[src/rtl/dcache_stage.sv]
// Direct-mapped write-back/write-allocate data cache stage (4 x 128-bit lines).
// Define DCACHE_BYPASS_EN to forward WB register-file data back to the ALU stage.

package dcache_pkg;
  parameter int unsigned PcWidth      = 32;
  parameter int unsigned RegAddrWidth = 5;

  typedef enum logic {
    SizeByte = 1'b0,
    SizeWord = 1'b1
  } dcache_size_e;

  typedef struct packed {
    logic [31:0]  addr;
    dcache_size_e size;
    logic         is_store;
    logic [31:0]  data;
  } dcache_request_t;
endpackage

module dcache_stage
  import dcache_pkg::*;
(
  input  logic                    clock,
  input  logic                    reset,
  input  logic                    req_dcache_valid,
  input  dcache_request_t         req_dcache_info,
  input  logic [PcWidth-1:0]      req_dcache_pc,
  input  logic                    req_m_type_instr,
  input  logic                    req_r_type_instr,
  input  logic [RegAddrWidth-1:0] req_dst_reg,
  output logic                    dcache_busy,
  output logic                    req_wb_valid,
  output logic [PcWidth-1:0]      req_wb_pc,
  output logic                    req_wb_rf_write,
  output logic [RegAddrWidth-1:0] req_wb_dst_reg,
  output logic [31:0]             req_wb_data,
  output logic                    mem_req_valid,
  output logic                    mem_req_is_store,
  output logic [31:0]             mem_req_addr,
  output logic [127:0]            mem_req_data,
  input  logic                    mem_rsp_valid,
  input  logic [127:0]            mem_rsp_data,
  output logic [31:0]             cache_data_bypass,
  output logic                    cache_data_bp_valid
);

  typedef enum logic [1:0] {
    StIdle,
    StEvict,
    StFill,
    StResp
  } state_e;

  state_e state_q, state_d;

  logic [127:0] line_q [4];
  logic [25:0]  tag_q  [4];
  logic [3:0]   valid_q, dirty_q;

  dcache_request_t         cap_info_q, cap_info_d;
  logic [PcWidth-1:0]      cap_pc_q, cap_pc_d;
  logic [RegAddrWidth-1:0] cap_dst_q, cap_dst_d;

  logic                    wb_valid_q, wb_valid_d;
  logic [PcWidth-1:0]      wb_pc_q, wb_pc_d;
  logic                    wb_rf_write_q, wb_rf_write_d;
  logic [RegAddrWidth-1:0] wb_dst_q, wb_dst_d;
  logic [31:0]             wb_data_q, wb_data_d;

  // RESP replays the captured request through the same hit path used in IDLE.
  dcache_request_t         acc_info;
  logic [PcWidth-1:0]      acc_pc;
  logic [RegAddrWidth-1:0] acc_dst;
  logic [1:0]              acc_idx, cap_idx;
  logic [127:0]            acc_line, store_line;
  logic                    acc_hit;
  logic [31:0]             load_data;
  logic                    do_access, store_we, fill_we, busy;

  assign acc_info = (state_q == StResp) ? cap_info_q : req_dcache_info;
  assign acc_pc   = (state_q == StResp) ? cap_pc_q : req_dcache_pc;
  assign acc_dst  = (state_q == StResp) ? cap_dst_q : req_dst_reg;
  assign acc_idx  = acc_info.addr[5:4];
  assign cap_idx  = cap_info_q.addr[5:4];
  assign acc_line = line_q[acc_idx];
  assign acc_hit  = valid_q[acc_idx] && (tag_q[acc_idx] == acc_info.addr[31:6]);

  always_comb begin
    store_line = acc_line;
    if (acc_info.size == SizeWord) begin
      store_line[{acc_info.addr[3:2], 5'd0} +: 32] = acc_info.data;
      load_data = acc_line[{acc_info.addr[3:2], 5'd0} +: 32];
    end else begin
      store_line[{acc_info.addr[3:0], 3'd0} +: 8] = acc_info.data[7:0];
      load_data = {24'h0, acc_line[{acc_info.addr[3:0], 3'd0} +: 8]};
    end
  end

  always_comb begin
    state_d       = state_q;
    cap_info_d    = cap_info_q;
    cap_pc_d      = cap_pc_q;
    cap_dst_d     = cap_dst_q;
    wb_valid_d    = 1'b0;
    wb_pc_d       = '0;
    wb_rf_write_d = 1'b0;
    wb_dst_d      = '0;
    wb_data_d     = '0;
    do_access     = 1'b0;
    fill_we       = 1'b0;
    busy          = 1'b0;
    unique case (state_q)
      StIdle: begin
        if (req_dcache_valid) begin
          if (!req_m_type_instr) begin
            wb_valid_d    = 1'b1;
            wb_pc_d       = req_dcache_pc;
            wb_rf_write_d = req_r_type_instr;
            wb_dst_d      = req_dst_reg;
            wb_data_d     = req_dcache_info.data;
          end else if (acc_hit) begin
            do_access = 1'b1;
          end else begin
            busy       = 1'b1;
            cap_info_d = req_dcache_info;
            cap_pc_d   = req_dcache_pc;
            cap_dst_d  = req_dst_reg;
            state_d    = (valid_q[acc_idx] && dirty_q[acc_idx]) ? StEvict : StFill;
          end
        end
      end
      StEvict: begin
        busy = 1'b1;
        if (mem_rsp_valid) state_d = StFill;
      end
      StFill: begin
        busy = 1'b1;
        if (mem_rsp_valid) begin
          fill_we = 1'b1;
          state_d = StResp;
        end
      end
      StResp: begin
        busy      = 1'b1;
        do_access = 1'b1;
        state_d   = StIdle;
      end
      default: state_d = StIdle;
    endcase

    if (do_access) begin
      wb_valid_d    = 1'b1;
      wb_pc_d       = acc_pc;
      wb_dst_d      = acc_dst;
      wb_rf_write_d = !acc_info.is_store;
      wb_data_d     = acc_info.is_store ? acc_info.data : load_data;
    end
  end

  assign store_we    = do_access && acc_info.is_store;
  assign dcache_busy = busy && reset;

  always_ff @(posedge clock or negedge reset) begin
    if (!reset) begin
      state_q       <= StIdle;
      cap_info_q    <= '0;
      cap_pc_q      <= '0;
      cap_dst_q     <= '0;
      wb_valid_q    <= 1'b0;
      wb_pc_q       <= '0;
      wb_rf_write_q <= 1'b0;
      wb_dst_q      <= '0;
      wb_data_q     <= '0;
      valid_q       <= '0;
      dirty_q       <= '0;
      for (int i = 0; i < 4; i++) begin
        line_q[i] <= '0;
        tag_q[i]  <= '0;
      end
    end else begin
      state_q       <= state_d;
      cap_info_q    <= cap_info_d;
      cap_pc_q      <= cap_pc_d;
      cap_dst_q     <= cap_dst_d;
      wb_valid_q    <= wb_valid_d;
      wb_pc_q       <= wb_pc_d;
      wb_rf_write_q <= wb_rf_write_d;
      wb_dst_q      <= wb_dst_d;
      wb_data_q     <= wb_data_d;
      if (fill_we) begin
        line_q[cap_idx]  <= mem_rsp_data;
        tag_q[cap_idx]   <= cap_info_q.addr[31:6];
        valid_q[cap_idx] <= 1'b1;
        dirty_q[cap_idx] <= 1'b0;
      end
      if (store_we) begin
        line_q[acc_idx]  <= store_line;
        dirty_q[acc_idx] <= 1'b1;
      end
    end
  end

  assign req_wb_valid    = wb_valid_q;
  assign req_wb_pc       = wb_pc_q;
  assign req_wb_rf_write = wb_rf_write_q;
  assign req_wb_dst_reg  = wb_dst_q;
  assign req_wb_data     = wb_data_q;

  always_comb begin
    mem_req_valid    = (state_q == StEvict) || (state_q == StFill);
    mem_req_is_store = (state_q == StEvict);
    mem_req_addr     = '0;
    mem_req_data     = '0;
    if (state_q == StEvict) begin
      mem_req_addr = {tag_q[cap_idx], cap_idx, 4'b0};
      mem_req_data = line_q[cap_idx];
    end else if (state_q == StFill) begin
      mem_req_addr = {cap_info_q.addr[31:4], 4'b0};
    end
  end

`ifdef DCACHE_BYPASS_EN
  assign cache_data_bypass   = wb_data_q;
  assign cache_data_bp_valid = wb_valid_q & wb_rf_write_q;
`else
  assign cache_data_bypass   = '0;
  assign cache_data_bp_valid = 1'b0;
`endif

endmodule

[config.mk]
export PLATFORM = sky130hd
export DESIGN_NAME = dcache_stage
export DESIGN_NICKNAME = d
export VERILOG_FILES = /design/src/rtl/dcache_stage.sv
export SDC_FILE = /design/constraint.sdc
export NUM_CORES = 2
export LEC_CHECK = 0
export CAP_MARGIN = 20
export CORE_MARGIN = 5
export CORE_UTILIZATION = 40
export CTS_CLUSTER_SIZE = 12
export DETAILED_ROUTE_END_ITERATION = 8
export PLACE_DENSITY_LB_ADDON = 0.15
export SYNTH_ARGS = -nofsm -noshare
export SYNTH_HDL_FRONTEND = slang
export SYNTH_SLANG_ARGS = --single-unit
[constraint.sdc]
create_clock -name clock -period 7.7 [get_ports clock]
set_input_delay 1.925 -clock clock [delete_from_list [all_inputs] [get_ports clock]]
set_output_delay 1.925 -clock clock [all_outputs]
set_load 0.05 [all_outputs]
---- Word-level counts from Yosys, hierarchy flattened ----
Cells that the tools add are included.
Widths: inputs -> output; s select.
word-level totals
  output and inout port bits .............. 267
  word-level logic and storage cells ...... 149
  register bits after elaboration ......... 800
operators by class
  eq/ne operators ......................... 9
  order comparisons ....................... 8
  bitwise logic cells ..................... 7
  muxes and demuxes ....................... 81
  reductions and logical operators ........ 14
  shifts and indexed selects .............. 6
  add/subtract/negate cells ............... 2
operator list
  kind                      number
  $bwmux 512                2
  $mux 128                  8
  $mux 512                  2
  $bmux 128 s2              2
  $demux 128 s2             2
  $mux 32                   13
  $bwmux 128                2
  $mux 26                   5
  $shift 32x9->128 const A  1
  $shift 8x9->128 const A   1
  $shiftx 128x8->32         1
  $shiftx 128x8->8          1
  $shiftx 32x9->128         1
  $shiftx 8x9->128          1
  $bmux 26 s2               2
  $bwmux 104                1
  $mux 66                   1
  $demux 26 s2              1
  $eq 26x26->1              1
  $mux 5                    5
  $mux 1                    20
  $neg 7->9                 2
  $mux 2                    6
  $logic_and 1x1->1         8
  24 further kinds          38

---- Depth between registers and ports, before layout ----
  word-level depth ........................ 14
  mapped depth ............................ 20
  gate-level depth less buffers ........... 12

---- Worst setup path after synthesis ----
Ideal clock, no wire load.
  path type ............................... input-to-output
  start point ............................. input port req_dcache_info[39] (netlist bit)
  end point ............................... output port dcache_busy
  data required time ...................... 5775 ps
  path buffers ............................ 4
  arrival time ............................ 4819 ps
  path slack .............................. 956 ps
  stages .................................. 12
  cell sequence ........................... mux2_1 buf_2 buf_4 buf_4 buf_2 nand3_1 nand4_1 xnor2_1 nor4_1 o211ai_1 o311ai_0 a21boi_0
between the ends
  word-level cells in the longest chain between the ends .. 12
ends and longest elaborated chain
  element                                     RTL line  source
  from (decl)                                 27        input dcache_request_t req_dcache_info,
  $mux 66 (*)                                 81        assign acc_info = (state_q == StResp) ? cap_info_q : req_dcache_info;
  $not 2->3 (not written as such)             87        assign acc_hit = valid_q[acc_idx] && (tag_q[acc_idx] == acc_info.addr[31:6]);
  $bmux 26 s2                                 87
  $mux 26 (not written as such) (2 in a row)  87
  $eq 26x26->1                                87
  $logic_and 1x1->1 (*)                       87
  $mux 1 (*)                                  122       end else if (acc_hit) begin
  $mux 1 (*)                                  116       if (!req_m_type_instr) begin
  $mux 1 (*)                                  115       if (req_dcache_valid) begin
  $pmux 1 s2 (*)                              113       unique case (state_q)
  $logic_and 1x1->1 (*)                       162       assign dcache_busy = busy && reset;
  to (decl)                                   32        output logic dcache_busy,
Mark *: on every way between the ends. The rest lies on a longest branch, timed or not. The select of a mux whose other input is x is not followed.

---- Worst setup path in the final report ----
  start point ............................. input port req_dcache_info[38] (netlist bit)
  end point ............................... output port dcache_busy
The elaborated chain is that of the path after synthesis.

==> flow_summary.html <==
<table>
<tr><th>Metric</th><th>Value</th></tr>
<tr><th colspan="2">Timing</th></tr>
<tr><td>Setup repair after global routing missed its margin</td><td>no</td></tr>
<tr><td>Final hold violation count</td><td>0</td></tr>
<tr><td>Max_slew headroom</td><td>0.127</td></tr>
<tr><td>Final sum of negative setup slack</td><td>0 ns</td></tr>
<tr><td>Final-report max-slew violation count</td><td>0</td></tr>
<tr><td>Min Tclk post-route</td><td>~7.5 ns</td></tr>
<tr><td>Min Hold Slack</td><td>0.474 ns</td></tr>
<tr><td>Worst Max-Slew Pin Slew</td><td>around 1.3 ns</td></tr>
<tr><td>Tcrit/Tclk final</td><td>0.968</td></tr>
<tr><td>Final Skew</td><td>roughly 0.034 ns</td></tr>
<tr><td>Number of setup violations in the final report</td><td>0</td></tr>
<tr><td>Highest clock rate</td><td>roughly 0.13 GHz</td></tr>
<tr><th colspan="2">GRT</th></tr>
<tr><td>Initial antenna violation count</td><td>24</td></tr>
<tr><td>Via count of the first global-routing pass</td><td>39,700</td></tr>
<tr><td>Congestion Overflow GR</td><td>0</td></tr>
<tr><td>Top Usage Layer GRT</td><td>met2</td></tr>
<tr><td>Met2 capacity usage during global routing</td><td>0.452</td></tr>
<tr><td>Largest net degree at the start of global routing</td><td>153</td></tr>
<tr><td>Met3 routing resource usage after global routing</td><td>0.0665</td></tr>
<tr><td>Wire length of the first global-routing pass</td><td>293 mm</td></tr>
<tr><td>Global routing usage on met1</td><td>0.399</td></tr>
<tr><td>Total routing resource utilization after global routing</td><td>0.293</td></tr>
<tr><th colspan="2">Layout</th></tr>
<tr><td>Registers with the most flip-flops</td><td>line_q (512), tag_q (104), cap_info_q (64)</td></tr>
<tr><td>Register with the most flip-flops</td><td>line_q</td></tr>
<tr><td>Net count of the finished layout</td><td>between 5,000 and 6,000</td></tr>
<tr><td>Area of the multi-input gates</td><td>28,800 sq um</td></tr>
<tr><td>Register Area</td><td>20,000 sq um</td></tr>
<tr><td>Max reg flops</td><td>slightly above 500</td></tr>
<tr><td>Most common cell after layout, fill and taps aside</td><td>mux2i_1</td></tr>
<tr><td>Number of inserted filler cells in the final layout</td><td>approximately 11,000</td></tr>
<tr><td>Synth-to-layout area growth</td><td>20.2%</td></tr>
<tr><td>Commonest cells after routing, fill and taps aside</td><td>mux2i_1 (1,129), dfrtp_1 (798), clkdlybuf4s50_1 (464)</td></tr>
<tr><td>Fraction of final layout cells with drive strength greater than 1</td><td>0.186</td></tr>
<tr><th colspan="2">Floorplanning</th></tr>
<tr><td>Core outline area</td><td>roughly 130,000 sq um</td></tr>
<tr><td>Height of the chip</td><td>around 370 um</td></tr>
<tr><td>Width of the chip</td><td>about 370 um</td></tr>
<tr><td>Area of the die</td><td>roughly 130,000 sq um</td></tr>
<tr><td>Initial core utilization</td><td>0.403</td></tr>
<tr><td>Count of pins on the block boundary</td><td>~500</td></tr>
<tr><td>Number of placement rows</td><td>130</td></tr>
<tr><th colspan="2">Clock tree</th></tr>
<tr><td>Clock Tree Root</td><td>clkbuf_16</td></tr>
<tr><td># hold bufs at CTS</td><td>0</td></tr>
<tr><td>Clock-pin slew reported for the worst setup and hold paths after clock tree synthesis</td><td>about 0.060 ns</td></tr>
<tr><td>Post_cts resized</td><td>0</td></tr>
<tr><td>Number of sinks driven by the clock tree</td><td>800</td></tr>
<tr><td>Number of CTS-inserted buffers</td><td>97</td></tr>
<tr><td>Post-CTS Setup Bufs</td><td>0</td></tr>
<tr><td>Number of buffers between clock root and the deepest sink</td><td>3</td></tr>
<tr><td>Clock insertion delay at the later pin of the skew report</td><td>~0.70 ns</td></tr>
<tr><td>Clock tree from TritonCTS</td><td>built</td></tr>
<tr><td>CTS H-Tree Depth</td><td>3</td></tr>
<tr><th colspan="2">Critical path</th></tr>
<tr><td>Type of the worst setup path</td><td>in -&gt; out</td></tr>
<tr><td>Worst r2r dst</td><td>line_q[431]</td></tr>
<tr><td>Family with the most delay on the worst path</td><td>multiplexers</td></tr>
<tr><td>Cell-by-cell listing of the critical path</td><td>clkdlybuf4s50_1 -&gt; mux2i_4 -&gt; mux4_2 -&gt; xor2_1 -&gt; o221ai_1 -&gt; a211o_1 -&gt; or4_1 -&gt; o311ai_0 -&gt; buf_4 -&gt; a21boi_0 -&gt; buf_4</td></tr>
<tr><td>Capturing element type of the critical path</td><td>output pin</td></tr>
<tr><td>Data arrival at the endpoint of the critical path</td><td>about 5.5 ns</td></tr>
<tr><td>Reg2reg path depth</td><td>12</td></tr>
<tr><td>CP max stage delay</td><td>roughly 0.57 ns</td></tr>
<tr><td>Setup slack, reg-to-reg</td><td>1.55 ns</td></tr>
<tr><td>Critical path's most frequent cell</td><td>buf_4</td></tr>
<tr><td>Element type at the critical path start</td><td>input port</td></tr>
<tr><td>Worst-path maximum fanout</td><td>6</td></tr>
<tr><td>Cell at the slowest stage of the critical path</td><td>mux4_2</td></tr>
<tr><td>Reg-to-reg critical path startpoint</td><td>state_q[0]</td></tr>
<tr><td>Data required time at the worst endpoint</td><td>5.78 ns</td></tr>
<tr><td>Number of buffer and inverter stages on the critical path</td><td>3</td></tr>
<tr><th colspan="2">Yosys</th></tr>
<tr><td>Average footprint of a synthesized cell</td><td>approximately 12 sq um</td></tr>
<tr><td>Primary FF master, synth</td><td>dfrtp_1</td></tr>
<tr><td>Synth Register Bits</td><td>800</td></tr>
<tr><td>Synth warn</td><td>0</td></tr>
<tr><td>Ys async rst share</td><td>1.00</td></tr>
<tr><td>Number of flops mapped to enable cells by yosys</td><td>0</td></tr>
<tr><td>Post-synthesis instance total</td><td>4,389</td></tr>
<tr><td>Count of cell types in the netlist</td><td>53</td></tr>
<tr><td>Synthesized area</td><td>between 50,000 and 60,000 sq um</td></tr>
<tr><td>Sequential fraction of the synthesis area</td><td>0.395</td></tr>
<tr><th colspan="2">Min path</th></tr>
<tr><td>Class of the worst hold path</td><td>reg -&gt; reg</td></tr>
<tr><td>End point of the most critical hold path</td><td>req_wb_pc[13]</td></tr>
<tr><td>Hold Startpoint</td><td>cap_pc_q[13]</td></tr>
<tr><td>Hold depth</td><td>2</td></tr>
<tr><th colspan="2">Run</th></tr>
<tr><td>Total of max-cap violations</td><td>0</td></tr>
<tr><th colspan="2">Placed design</th></tr>
<tr><td>Number of buffers added on ports</td><td>between 400 and 500</td></tr>
<tr><td>DPL Wire Length</td><td>between 100 and 150 mm</td></tr>
<tr><td>Gp weighted congestion</td><td>around 1.1</td></tr>
<tr><th colspan="2">Power</th></tr>
<tr><td>Total power density per cell area</td><td>approximately 500 nW/um^2</td></tr>
<tr><td>Leakage</td><td>around 30 nW</td></tr>
<tr><td>Worst voltage drop across the vdd grid</td><td>0.267 mV</td></tr>
<tr><th colspan="2">Drt</th></tr>
<tr><td>Post-route antenna net violation count</td><td>0</td></tr>
<tr><td>Iteration count of the initial detailed-routing pass</td><td>6</td></tr>
<tr><td>DRC viols</td><td>0</td></tr>
<tr><td>Wirelength per Cell</td><td>about 31 um</td></tr>
<tr><td>Avg Vias per Cell</td><td>~6.2</td></tr>
<tr><td>Overall routed net length</td><td>202 mm</td></tr>
<tr><td>Number of vias after detailed routing</td><td>~40,000</td></tr>
<tr><td>DRC marker count from the first detailed-route iteration</td><td>between 4,000 and 5,000</td></tr>
<tr><th colspan="2">Outcome</th></tr>
<tr><td>Result of the run</td><td>finished clean</td></tr>
</table>
## area by class of cell
cell class,count,area share
Multi-Input combinational cell,3084,0.472
Sequential cell,800,0.328
Timing Repair Buffer,651,0.104
Clock buffer,155,0.0487
Tap cell,1650,0.0339
Inverter,135,0.00831
Clock inverter,22,0.00353
Antenna cell,28,0.00115
## power breakdown
group / total (mW) / internal, mW / switching [mW] / leakage [nW]
Clock: 4.64 / 2.73 / 1.91 / 1.56
Combinational: 17.7 / 7.12 / 10.6 / 18.7
Sequential: 7.89 / 6.22 / 1.67 / 9.87
## how the worst max path moves through the flow
stage	endpoint	slack, ns	startpoint	cells after the start
after floorplan	dcache_busy	0.96	req_dcache_info[39]	12
after global placement	dcache_busy	0.28	req_dcache_info[38]	11
after detailed placement	dcache_busy	0.29	req_dcache_info[38]	11
after CTS	dcache_busy	0.26	req_dcache_info[38]	11
after global routing	dcache_busy	0.09	req_dcache_info[38]	11
final	dcache_busy	0.25	req_dcache_info[38]	11
## kinds of logic (layout without fill, tap and decap cells)
kind of cell             Yosys count  in the layout  synth area share
other                              1             65         0.0000739
AO/OA/AOI/OAI                    615            615            0.0746
multiplexers                    1677           1677             0.412
buffers and inverters            541            963            0.0454
AND/OR/NAND/NOR                  713            713            0.0653
XOR/XNOR                          29             29           0.00501
flip-flops                       800            800             0.395
adder cells (fa/ha/maj)           13             13           0.00321
## layer usage
metal	up-vias	share of wire
li1	17100	-
met1	20800	0.42
met2	1884	0.45
met3	393	0.084
met4	12	0.046
met5	-	0.00037
## synthesized netlist by cell type, drive strengths merged (3+ instances only)
cell type | number | share of area
mux2i | 1142 | 0.23
dfrtp | 800 | 0.39
nand2 | 370 | 0.027
o21ai | 323 | 0.032
mux4 | 305 | 0.14
mux2 | 230 | 0.051
clkbuf | 221 | 0.016
buf | 185 | 0.019
inv | 135 | 0.010
and2 | 130 | 0.016
o221ai | 90 | 0.016
nand3 | 66 | 0.0065
a21oi | 60 | 0.0059
nor2 | 59 | 0.0044
o211ai | 51 | 0.0075
nand2b | 30 | 0.0037
o22ai | 22 | 0.0027
nand4 | 20 | 0.0025
xnor2 | 19 | 0.0033
a311oi | 13 | 0.0022
ha | 13 | 0.0032
nor3 | 12 | 0.0012
a22oi | 11 | 0.0016
xor2 | 10 | 0.0017
and3 | 9 | 0.0011
a211oi | 7 | 0.0010
a31oi | 7 | 0.00086
o2111ai | 6 | 0.0010
o311ai | 6 | 0.0010
a221oi | 5 | 0.00086
a22o | 5 | 0.00086
nor4 | 5 | 0.00091
or2 | 5 | 0.00062
nor2b | 3 | 0.00037
## per-stage QoR
| stage | utilization | setup slack (ns) | area [sq um] | instances | total power, mW |
|---|---|---|---|---|---|
| floorplan | - | 0.956 | 50900 | 4425 | 18.4 |
| global placement | 0.458 | 0.284 | 57700 | 6317 | 25.2 |
| detailed placement | 0.459 | 0.288 | 57700 | 6319 | 25.3 |
| CTS | 0.484 | 0.256 | 60900 | 6496 | 30.1 |
| global route | 0.484 | 0.0911 | 60900 | 6504 | 31.6 |
| finish | 0.484 | 0.248 | 61000 | 6525 | 30.3 |
## worst reg2reg max path: cells and delay by family (launching register included)
kind	cells	cell delay, ns
simple gates	3	1.26
buf+inv	3	1.89
flops	1	0.45
compound gates	2	0.71
xor+xnor	1	0.56
fa+ha+maj	1	0.53
mux	2	0.59
Power figures use the tool's default switching activity.
